==> src/rtl/pc_sequencer.sv <==
// Program-counter sequencer: holds each instruction for CPI clocks,
// then retires it, with stall, redirect, halt and retire-limit control.
module pc_sequencer #(
  parameter int PC_W = 32,
  parameter int CPI = 30,
  parameter int PC_STEP = 1,
  parameter logic [PC_W-1:0] RESET_PC = '0,
  parameter int MAX_INSTR = 109,
  parameter int CNT_W = 16,
  localparam int CYC_W = (CPI > 1) ? $clog2(CPI) : 1
) (
  input  logic            clk,
  input  logic            rst_n,
  input  logic            start,
  input  logic            stall,
  input  logic            load_en,
  input  logic [PC_W-1:0] load_pc,
  input  logic            halt,
  output logic [PC_W-1:0] pc,
  output logic            instr_start,
  output logic [CYC_W-1:0] cycle_idx,
  output logic [CNT_W-1:0] retired_cnt,
  output logic            busy,
  output logic            done
);

  localparam logic [CYC_W-1:0] LAST = CYC_W'(CPI - 1);
  localparam logic [CNT_W-1:0] MAXC = CNT_W'(MAX_INSTR);
  localparam logic [PC_W-1:0] STEP = PC_W'(PC_STEP);

  typedef enum logic [1:0] {
    S_IDLE,
    S_RUN,
    S_DONE
  } state_t;

  state_t r_state;
  state_t w_state_nxt;

  logic [PC_W-1:0]  r_pc;
  logic [PC_W-1:0]  r_pend_pc;
  logic             r_pend;
  logic [CYC_W-1:0] r_cyc;
  logic [CNT_W-1:0] r_cnt;
  logic             r_istart;

  logic             w_run;
  logic             w_begin;
  logic             w_halt;
  logic             w_stall;
  logic             w_step;
  logic             w_retire;
  logic             w_at_last;
  logic             w_limit;
  logic [CNT_W-1:0] w_cnt_inc;
  logic [CNT_W-1:0] w_cnt_nxt;
  logic [PC_W-1:0]  w_pc_nxt;

  assign w_run     = (r_state == S_RUN);
  assign w_at_last = (r_cyc == LAST);
  assign w_begin   = !w_run && start;
  assign w_halt    = w_run && halt;
  assign w_stall   = w_run && !halt && stall;
  assign w_step    = w_run && !halt && !stall && !w_at_last;
  assign w_retire  = w_run && !halt && !stall && w_at_last;

  // Unlimited runs pin the counter at all-ones instead of wrapping.
  assign w_cnt_inc = r_cnt + 1'b1;
  assign w_cnt_nxt = ((MAX_INSTR == 0) && (&r_cnt)) ? r_cnt : w_cnt_inc;
  assign w_limit   = (MAX_INSTR != 0) && (w_cnt_inc == MAXC);

  assign w_pc_nxt = load_en ? load_pc :
                    r_pend  ? r_pend_pc :
                              r_pc + STEP;

  always_ff @(posedge clk) begin
    if (!rst_n) begin
      r_state <= S_IDLE;
    end else begin
      r_state <= w_state_nxt;
    end
  end

  always_comb begin
    w_state_nxt = r_state;
    unique case (r_state)
      S_IDLE, S_DONE: begin
        if (start) w_state_nxt = S_RUN;
      end
      S_RUN: begin
        if (w_halt || (w_retire && w_limit))
          w_state_nxt = S_DONE;
      end
      default: w_state_nxt = S_IDLE;
    endcase
  end

  always_ff @(posedge clk) begin
    if (!rst_n) begin
      r_pc      <= RESET_PC;
      r_pend_pc <= '0;
      r_pend    <= 1'b0;
      r_cyc     <= '0;
      r_cnt     <= '0;
      r_istart  <= 1'b0;
    end else begin
      unique case (1'b1)
        w_begin: begin
          r_cyc    <= '0;
          r_cnt    <= '0;
          r_istart <= 1'b1;
          r_pend   <= 1'b0;
        end
        w_halt: begin
          r_istart <= 1'b0;
        end
        w_stall: begin
          if (load_en) begin
            r_pend    <= 1'b1;
            r_pend_pc <= load_pc;
          end
        end
        w_step: begin
          r_cyc    <= r_cyc + 1'b1;
          r_istart <= 1'b0;
          if (load_en) begin
            r_pend    <= 1'b1;
            r_pend_pc <= load_pc;
          end
        end
        w_retire: begin
          r_pc     <= w_pc_nxt;
          r_cnt    <= w_cnt_nxt;
          r_cyc    <= '0;
          r_istart <= !w_limit;
          r_pend   <= 1'b0;
        end
        default: begin
        end
      endcase
    end
  end

  always_comb begin
    pc          = r_pc;
    instr_start = r_istart;
    cycle_idx   = r_cyc;
    retired_cnt = r_cnt;
    busy        = (r_state == S_RUN);
    done        = (r_state == S_DONE);
  end

endmodule

==> config.mk <==
export PLATFORM = sky130hd
export DESIGN_NAME = pc_sequencer
export DESIGN_NICKNAME = d
export VERILOG_FILES = /design/src/rtl/pc_sequencer.sv
export SDC_FILE = /design/constraint.sdc
export NUM_CORES = 1
export LEC_CHECK = 0
export ABC_AREA = 1
export BUFFER_PORTS_ARGS = -buffer_cell sky130_fd_sc_hd__buf_2
export CORE_UTILIZATION = 30
export DETAILED_ROUTE_END_ITERATION = 12
export SKIP_LAST_GASP = 1
export SYNTH_ARGS = -nofsm -noshare
export SYNTH_HDL_FRONTEND = slang
export SYNTH_SLANG_ARGS = --single-unit
==> constraint.sdc <==
create_clock -name clk -period 3.12 [get_ports clk]
set_clock_uncertainty 0.1 [all_clocks]
set_input_delay 0.468 -clock clk [delete_from_list [all_inputs] [get_ports clk]]
set_output_delay 0.468 -clock clk [all_outputs]
set_load 0.01 [all_outputs]
==> run_results.csv, run 1 <==
group,metric,value,unit
outcome,status,"finished clean",
clock_network,ctsHoldBuffers,0,
critical_path,reg2reg_depth,9,
sta,finalHoldViolations,0,
layout,final_common_cell,"nand2_1",
critical_path,arrival,2.52,ns
clock_network,cts_setup_buffers,0,
layout,area_delta_synth_final,18.3,%
power_and_ir_drop,seqPwrFrac,45.7,%
sta,timing.final.crit_share,74.8,%
clock_network,cts_buffers,9,
clock_network,clock-root-buffer,"clkbuf_16",
critical_path,rr_endpoint,"r_pend_pc[21]",
critical_path,critPathKind,"reg2reg",
layout,num-fill-cells,1914,
power_and_ir_drop,p_clk_share,47.8,%
power_and_ir_drop,ir_drop,0.000277,V
sta,finalCriticalPeriod,2.33,ns
clock_network,clock_path_buffers,2,
power_and_ir_drop,p_int,1950,uW
power_and_ir_drop,p_switching,594,uW
synth,ys_seq_area_share,33.2,%
clock_network,cts-resized-gates,0,
power_and_ir_drop,switching_share,23.3,%
layout,nets,941,
global_routing,grt_usage,18.1,%
synth,netlist.area_leader.share,33.2,%
global_routing,grt_overflow,0,
detailed_routing,wirelength,16100,um
layout,postLayoutCoreUtil,36.6,%
place,post_dp_cell_area,6010,um^2
critical_path,crit_required,3.31,ns
synth,syn_inst,821,
global_routing,grt_pass1_vias,5150,
synth,synthMuxAreaShare,0,%
detailed_routing,vias_per_cell,4.84,
synth,synth.area.top_cells,"dfxtp_1 33%, nand2_1 13%, a21oi_1 11%",
clock_network,clk_pin_slew,0.06,ns
synth,syn-num-nets,864,
global_routing,grt_pass1_wl,26100,um
critical_path,r2r_slack,0.79,ns
synth,ys_ff_latch,89,
synth,ys_types,42,
synth,async_flop_share,0,%
critical_path,r2r-start,"cycle_idx[1]",
critical_path,crit_end,"r_pend_pc[21]",
sta,whs,0.284,ns
detailed_routing,route.antenna.remaining_nets,0,
hold_path,worstHoldPathType,"in2reg",
sta,rsz0062_at_grt,"no",
layout,multiInputGateArea,3020,um^2
global_routing,grt_antenna_before_repair,3,
floorplanning,rows,48,
critical_path,critPathLaunchType,"register",
clock_network,cts_tree,"built",
synth,synth_compound_area_share,21.5,%
clock_network,clock_latency,0.35,ns
synth,synthAdderAreaFrac,1.17,%
critical_path,path_max_fanout,28,
run,maxCapViolCount,0,
detailed_routing,wl_per_cell,14.3,um
floorplanning,die_area,18400,um^2
sta,setup_tns,0,ns
floorplanning,io_pins,94,
floorplanning,die_w,136,um
synth,synth_top_area_cell,"dfxtp_1",
synth,synth_xor_area_share,3.27,%
detailed_routing,dr.pass1.iters,5,
floorplanning,initial_utilization,30.9,%
power_and_ir_drop,leakage,0.00257,uW
clock_network,h-tree-depth,3,
layout,layout.cells.most_common_list,"184 x nand2_1, 116 x a21oi_1, 93 x inv_1, 93 x buf_2, 89 x dfxtp_1",
detailed_routing,post-route-drc-count,0,
floorplanning,core_area,17400,um^2
place,port_buffers,93,
floorplanning,die_y,136,um
synth,syn_area_per_cell,6.53,um^2
synth,synth-warning-count,0,
place,place_congestion,0.925,
synth,synth-simple-area-share,30.2,%
sta,timing.fmax,428,MHz
layout,post_route_cells_drive_above_1_share,19.7,%
layout,register_area,1780,um^2
synth,synthFlopType,"dfxtp_1",
sta,maxSlewViolCount,0,
synth,synth_top_family_by_area,"simple AND/OR/NAND/NOR gates",
detailed_routing,drt-initial-drc-count,234,
synth,syn_area,5360,um^2
sta,worst_pin_slew,0.838,ns
critical_path,worstSetupEndpointType,"register",
power_and_ir_drop,powerDensity,402,nW/um^2
synth,synth_enable_flop_cells,0,
detailed_routing,vias,5473,
layout,fin_area,6350,um^2
clock_network,cts_sinks,89,
global_routing,grt_max_degree,50,
place,dp_hpwl,11800,um
power_and_ir_drop,combPwrFrac,6.5,%
sta,relSlewSlack,44.1,%
critical_path,critPathLaunch,"cycle_idx[1]",
sta,final-setup-viol-count,0,
## Yosys cell counts (all sizes together), types with 4 or more instances
library cell and number:
nand2 193, xnor2 4, dfxtp 89, nand4 8, buf 16, or2 4
nor2 82, o21ai 75, nor3 20, a21oi 116, inv 105, ha 5
o211ai 13, clkbuf 20, nand3 40, xor2 16
## per-stage QoR
step / total power [uW] / worst slack [ns] / std cells
finish: 2550 / 0.786 / 1130
global placement: 1360 / 0.794 / 1112
floorplan: 1290 / 1.24 / 821
CTS: 2580 / 0.766 / 1128
global route: 2650 / 0.477 / 1128
detailed placement: 1360 / 0.780 / 1112
## cell families (layout without fill, tap and decap cells)
kind of cell	Yosys count	count (layout)
AND/OR/NAND/NOR	351	351
AO/OA/AOI/OAI	215	215
buffers and inverters	141	223
flip-flops	89	89
XOR/XNOR	20	20
adder cells (fa/ha/maj)	5	5
other	0	2
## how the worst min path moves through the flow
stage / cells after the start / to / slack (ns) / startpoint
global placement: 2 / r_pend_pc[17] / 0.33 / r_pend_pc[17]
detailed placement: 2 / r_pend_pc[17] / 0.34 / r_pend_pc[17]
finish: 3 / pc[0] / 0.28 / load_pc[0]
floorplan: 2 / r_pend_pc[4] / 0.32 / r_pend_pc[4]
global route: 3 / pc[0] / 0.30 / load_pc[0]
CTS: 3 / pc[0] / 0.27 / load_pc[0]
## sequential cells by signal (all words and copies together) (netlist names)
register and flops:
cycle_idx 5, instr_start 1, r_state 2, r_pend_pc 32
pc 32, retired_cnt 16, r_pend 1
## power by group through the flow
stage	Clock, uW	Combinational [uW]	Sequential, uW
floorplan	0	101	1190
global route	1290	190	1170
detailed placement	0	167	1190
CTS	1250	168	1160
finish	1220	166	1160
global placement	0	167	1190
## critical path: stages, from the launching register on
cell,delay (ns)
dfxtp_1,0.32
inv_1,0.09
ha_1,0.14
inv_1,0.04
nor3_2,0.21
inv_2,0.10
o211ai_4,0.63
buf_4,0.37
o21ai_0,0.11
a21oi_1,0.13
## layer usage
layer	wire length [um]	GRT usage [%]	vias up
met4	283	5.56	2
met1	7470	23.0	2472
met2	7470	29.8	135
met5	10	0	-
met3	877	4.56	25
li1	-	-	2839
## cell type report
class / instances / area share (%)
inverters: 105 / 6.21
diodes: 2 / 0.0789
repair buffers: 102 / 8.40
clock inverters: 5 / 1.22
flip-flops and latches: 89 / 28.1
multi-input cells: 591 / 47.6
clock buffers: 11 / 3.98
well taps: 225 / 4.44
(Power assumes the default switching activity.)
==> run 2, diff against run 1 <==
==> constraint.sdc (replaced) <==
create_clock -name clk -period 2.35 [get_ports clk]
set_clock_uncertainty 0.1 [all_clocks]
set_input_delay 0.3525 -clock clk [delete_from_list [all_inputs] [get_ports clk]]
set_output_delay 0.3525 -clock clk [all_outputs]
set_load 0.01 [all_outputs]
==> run_results.csv, run 2 (synthesized netlist as in run 1, its figures left out) <==
group,metric,value,unit
outcome,status,"finished clean",
floorplanning,core_area,17400,um^2
sta,finalCriticalPeriod,2.10,ns
run,maxCapViolCount,0,
global_routing,grt_pass1_wl,26300,um
clock_network,clk_pin_slew,0.07,ns
clock_network,cts_setup_buffers,0,
clock_network,ctsHoldBuffers,0,
critical_path,worst-path-buf-inv,5,
floorplanning,die_area,18400,um^2
global_routing,grt_usage,18.2,%
place,dp_cells,1115,
sta,final-setup-viol-count,0,
detailed_routing,drt-initial-drc-count,277,
critical_path,worstPathCellList,"inv_1, ha_1, inv_1, nor3_2, inv_2, nor2_4, nor2_2, inv_2, nor2_1, inv_2, nor3b_1",
global_routing,grt_antenna_before_repair,3,
critical_path,reg2reg_depth,11,
detailed_routing,wl_per_cell,14.4,um
sta,timing.final.crit_share,89.2,%
place,port_buffers,93,
layout,final_common_cell,"nand2_1",
critical_path,crit_required,2.53,ns
hold_path,worstHoldPathType,"in2reg",
clock_network,clock-root-buffer,"clkbuf_16",
sta,setup_tns,0,ns
critical_path,critPathKind,"reg2reg",
critical_path,path_max_fanout,15,
sta,finalHoldViolations,0,
layout,stdcell_count,1133,
layout,register_area,1780,um^2
sta,worst_pin_slew,0.734,ns
clock_network,h-tree-depth,3,
floorplanning,initial_utilization,30.9,%
critical_path,slowest_delay,0.49,ns
critical_path,critPathLaunch,"cycle_idx[1]",
layout,post_route_cells_drive_above_1_share,20.0,%
sta,rsz0062_at_grt,"no",
layout,area_delta_synth_final,18.5,%
sta,maxSlewViolCount,0,
power_and_ir_drop,leakage,0.00259,uW
place,place_ws,0.264,ns
global_routing,grt_pass1_vias,5200,
layout,layout.cells.most_common_list,"184 x nand2_1, 116 x a21oi_1, 93 x inv_1, 93 x buf_2, 89 x dfxtp_1",
floorplanning,rows,48,
critical_path,critPathLaunchType,"register",
critical_path,crit_end,"cycle_idx[4]",
sta,fin_ws,0.253,ns
critical_path,arrival,2.28,ns
detailed_routing,route.antenna.remaining_nets,0,
clock_network,cts_tree,"built",
power_and_ir_drop,ir_drop,0.000368,V
detailed_routing,dr.pass1.iters,4,
clock_network,cts_buffers,9,
critical_path,rr_endpoint,"cycle_idx[4]",
clock_network,cts_sinks,89,
clock_network,cts-resized-gates,0,
layout,multiInputGateArea,3020,um^2
critical_path,crit_family,"simple AND/OR/NAND/NOR gates",
power_and_ir_drop,powerDensity,518,nW/um^2
global_routing,grt_overflow,0,
sta,relSlewSlack,51.0,%
layout,num-fill-cells,1882,
layout,nets,944,
detailed_routing,vias_per_cell,4.82,
global_routing,grt_max_degree,66,
sta,timing.fmax,477,MHz
floorplanning,io_pins,94,
critical_path,worstSetupEndpointType,"register",
critical_path,r2r-start,"cycle_idx[1]",
clock_network,clock_path_buffers,2,
place,dp_hpwl,11700,um
detailed_routing,post-route-drc-count,0,
detailed_routing,wirelength,16300,um
critical_path,worstSetupPathDepth,11,
critical_path,r2r_slack,0.25,ns
clock_network,clock_latency,0.36,ns
critical_path,cpMostUsedCell,"inv_2",
place,place_congestion,0.928,
hold_path,hold_start,"load_pc[0]",
floorplanning,die_y,136,um
critical_path,slowest_stage,"nor2_2",
detailed_routing,vias,5462,
floorplanning,die_w,136,um
==> run 2: layout make-up <==
cell class,instances,share of cell area (%)
Sequential cell,89,28.0
Tap cell,225,4.43
Multi-Input combinational cell,591,47.5
Clock buffer,11,3.98
Antenna cell,2,0.0787
Clock inverter,5,0.846
Inverter,105,6.20
Timing Repair Buffer,105,8.94
==> run 2: how the worst min path moves through the flow <==
stage / to / slack (ns) / cells after the start
final: pc[0] / 0.17 / 3
after global routing: pc[0] / 0.18 / 3
after CTS: pc[0] / 0.16 / 3
after detailed placement: r_pend_pc[23] / 0.34 / 2
after global placement: r_pend_pc[23] / 0.33 / 2
after floorplan: r_pend_pc[4] / 0.32 / 2
==> run 2: worst min-delay path: cells and delay by family <==
family	cells	cell delay, ns
buffers and inverters	1	0.10
AO/OA/AOI/OAI	1	0.07
AND/OR/NAND/NOR	1	0.05
==> run 2: routing by layer <==
metal  up-vias  GRT usage, %  wire, um
li1       2838             -         -
met1      2453          22.9      7390
met2       144          30.1      7560
met3        25          4.56       957
met4         2          6.24       351
met5         -             0        13
==> run 2: power by group <==
part / total [uW] / switching [uW] / internal, uW
Clock: 1530 / 646 / 880
Combinational: 221 / 144 / 77.3
Sequential: 1550 / 12.3 / 1530
Total: 3290 / 803 / 2490
==> run 2: stage by stage <==
stage	power (uW)	hold slack (ns)	cell area, um^2	util, %
floorplan	1710	0.323	5360	-
global placement	1800	0.333	6050	34.8
detailed placement	1800	0.335	6050	34.8
CTS	3320	0.158	6350	36.6
global route	3410	0.179	6350	36.6
finish	3290	0.170	6360	36.6
==> run 3, diff against run 2 <==
--- a/config.mk
+++ b/config.mk
@@ -7,8 +7,9 @@
 export LEC_CHECK = 0
 export ABC_AREA = 1
 export BUFFER_PORTS_ARGS = -buffer_cell sky130_fd_sc_hd__buf_2
-export CORE_UTILIZATION = 30
+export CORE_UTILIZATION = 57
 export DETAILED_ROUTE_END_ITERATION = 12
+export PLACE_DENSITY = 0.81
 export SKIP_LAST_GASP = 1
 export SYNTH_ARGS = -nofsm -noshare
 export SYNTH_HDL_FRONTEND = slang
==> run_results.csv, run 3 (synthesized netlist as in run 1, its figures left out) <==
group,metric,value,unit
critical_path,crit_family,"simple AND/OR/NAND/NOR gates",
critical_path,critPathLaunchType,"register",
layout,nets,942,
floorplanning,die_area,9800,um^2
clock_network,cts_setup_buffers,0,
critical_path,cpMostUsedCell,"inv_2",
critical_path,rr_endpoint,"cycle_idx[4]",
global_routing,grt_antenna_before_repair,0,
clock_network,h-tree-depth,3,
place,post_dp_cell_area,5890,um^2
global_routing,grt_pass1_wl,24300,um
clock_network,clock_path_buffers,2,
critical_path,reg2reg_depth,11,
critical_path,slowest_stage,"nor2_2",
detailed_routing,drt-initial-drc-count,277,
clock_network,ctsHoldBuffers,0,
power_and_ir_drop,powerDensity,469,nW/um^2
critical_path,r2r_slack,0.26,ns
sta,final-setup-viol-count,0,
floorplanning,io_pins,94,
sta,setup_tns,0,ns
critical_path,worst-path-buf-inv,5,
outcome,violations,"design-rule violations",
run,maxCapViolCount,0,
layout,area_delta_synth_final,13.6,%
layout,diodes,0,
hold_path,min_to,"pc[0]",
critical_path,arrival,2.27,ns
critical_path,crit_required,2.54,ns
detailed_routing,wirelength,14700,um
critical_path,critPathKind,"reg2reg",
floorplanning,die_y,99.0,um
sta,relSlewSlack,55.2,%
global_routing,grt_overflow,0,
critical_path,worstSetupEndpointType,"register",
floorplanning,die_w,99.0,um
detailed_routing,route.antenna.remaining_nets,0,
detailed_routing,vias_per_cell,5.61,
outcome,status,"finished with violations",
floorplanning,core_area,9200,um^2
hold_path,hold_start,"load_pc[0]",
clock_network,cts_sinks,89,
global_routing,grt_usage,30.5,%
detailed_routing,post-route-drc-count,2,
critical_path,r2r-start,"cycle_idx[1]",
hold_path,worstHoldPathType,"in2reg",
sta,maxSlewViolCount,0,
clock_network,cts_tree,"built",
sta,rsz0062_at_grt,"no",
layout,layout.cells.most_common_list,"184 x nand2_1, 116 x a21oi_1, 93 x inv_1, 93 x buf_2, 88 x dfxtp_1",
place,dp_hpwl,10600,um
sta,fin_ws,0.264,ns
power_and_ir_drop,leakage,0.00252,uW
sta,timing.final.crit_share,88.8,%
sta,finalCriticalPeriod,2.09,ns
clock_network,clk_pin_slew,0.09,ns
floorplanning,initial_utilization,58.3,%
clock_network,cts_buffers,9,
global_routing,grt.met1_usage,37.4,%
sta,whs,0.173,ns
layout,fin_area,6090,um^2
place,dp_cells,999,
critical_path,slowest_delay,0.50,ns
layout,stdcell_count,1014,
place,place_congestion,0.923,
global_routing,grt.busiest_layer,"met2",
place,place_ws,0.258,ns
hold_path,hold-path-cell-count,3,
power_and_ir_drop,ir_drop,0.000300,V
layout,final_common_cell,"nand2_1",
detailed_routing,wl_per_cell,14.4,um
sta,timing.fmax,479,MHz
layout,post_route_cells_drive_above_1_share,19.8,%
place,port_buffers,93,
critical_path,worstPathCellList,"inv_1, ha_1, inv_1, nor3_2, inv_2, nor2_4, nor2_2, inv_2, nor2_1, inv_2, nor3b_1",
global_routing,grt_max_degree,66,
global_routing,gr-usage-met3,4.54,%
detailed_routing,vias,5691,
clock_network,clock-root-buffer,"clkbuf_8",
critical_path,path_max_fanout,15,
detailed_routing,dr.pass1.iters,9,
global_routing,grt_pass1_vias,5274,
clock_network,clock_latency,0.36,ns
global_routing,grtUsageMet2,53.5,%
sta,worst_pin_slew,0.671,ns
clock_network,cts-resized-gates,0,
sta,finalHoldViolations,0,
floorplanning,rows,35,
-- run 3: routing by layer --
metal	part of all wire, %	wire length [um]
met1	43	6320
met2	49	7180
met3	5.2	763
met4	2.7	391
met5	0	0
-- run 3: area by class of cell --
cell class | count | area (um^2)
fillers | 844 | 3110
multi-input cells | 591 | 3020
flip-flops and latches | 89 | 1780
repair buffers | 103 | 553
inverters | 105 | 394
well taps | 111 | 139
clock buffers | 10 | 138
clock inverters | 5 | 62.6
-- run 3: stage by stage --
| stage | util (%) | power (uW) |
|---|---|---|
| global route | 66.2 | 2960 |
| global placement | 64.0 | 1790 |
| detailed placement | 64.0 | 1800 |
| CTS | 66.2 | 2870 |
| floorplan | - | 1710 |
| finish | 66.2 | 2860 |
-- run 3: worst register-to-register path, cell delays in order (launching register included) --
cell and delay [ns]:
dfxtp_1 0.36, inv_1 0.07, ha_1 0.19, inv_1 0.06
nor3_2 0.05, inv_2 0.10, nor2_4 0.07, nor2_2 0.50
inv_2 0.09, nor2_1 0.17, inv_2 0.09, nor3b_1 0.17
-- run 3: worst max-delay path by stage --
stage | start | to | slack [ns] | cells past startpoint
finish | cycle_idx[1] | cycle_idx[4] | 0.26 | 11
global route | cycle_idx[1] | cycle_idx[4] | 0.02 | 11
CTS | retired_cnt[0] | r_state[0] | 0.24 | 12
detailed placement | retired_cnt[0] | r_state[0] | 0.26 | 12
global placement | retired_cnt[0] | r_state[0] | 0.30 | 12
floorplan | retired_cnt[0] | r_state[0] | 0.47 | 12
-- run 3: power breakdown --
| part | internal, uW | switching (uW) |
|---|---|---|
| registers | 1530 | 12.4 |
| clock network | 523 | 572 |
| logic | 76.1 | 143 |
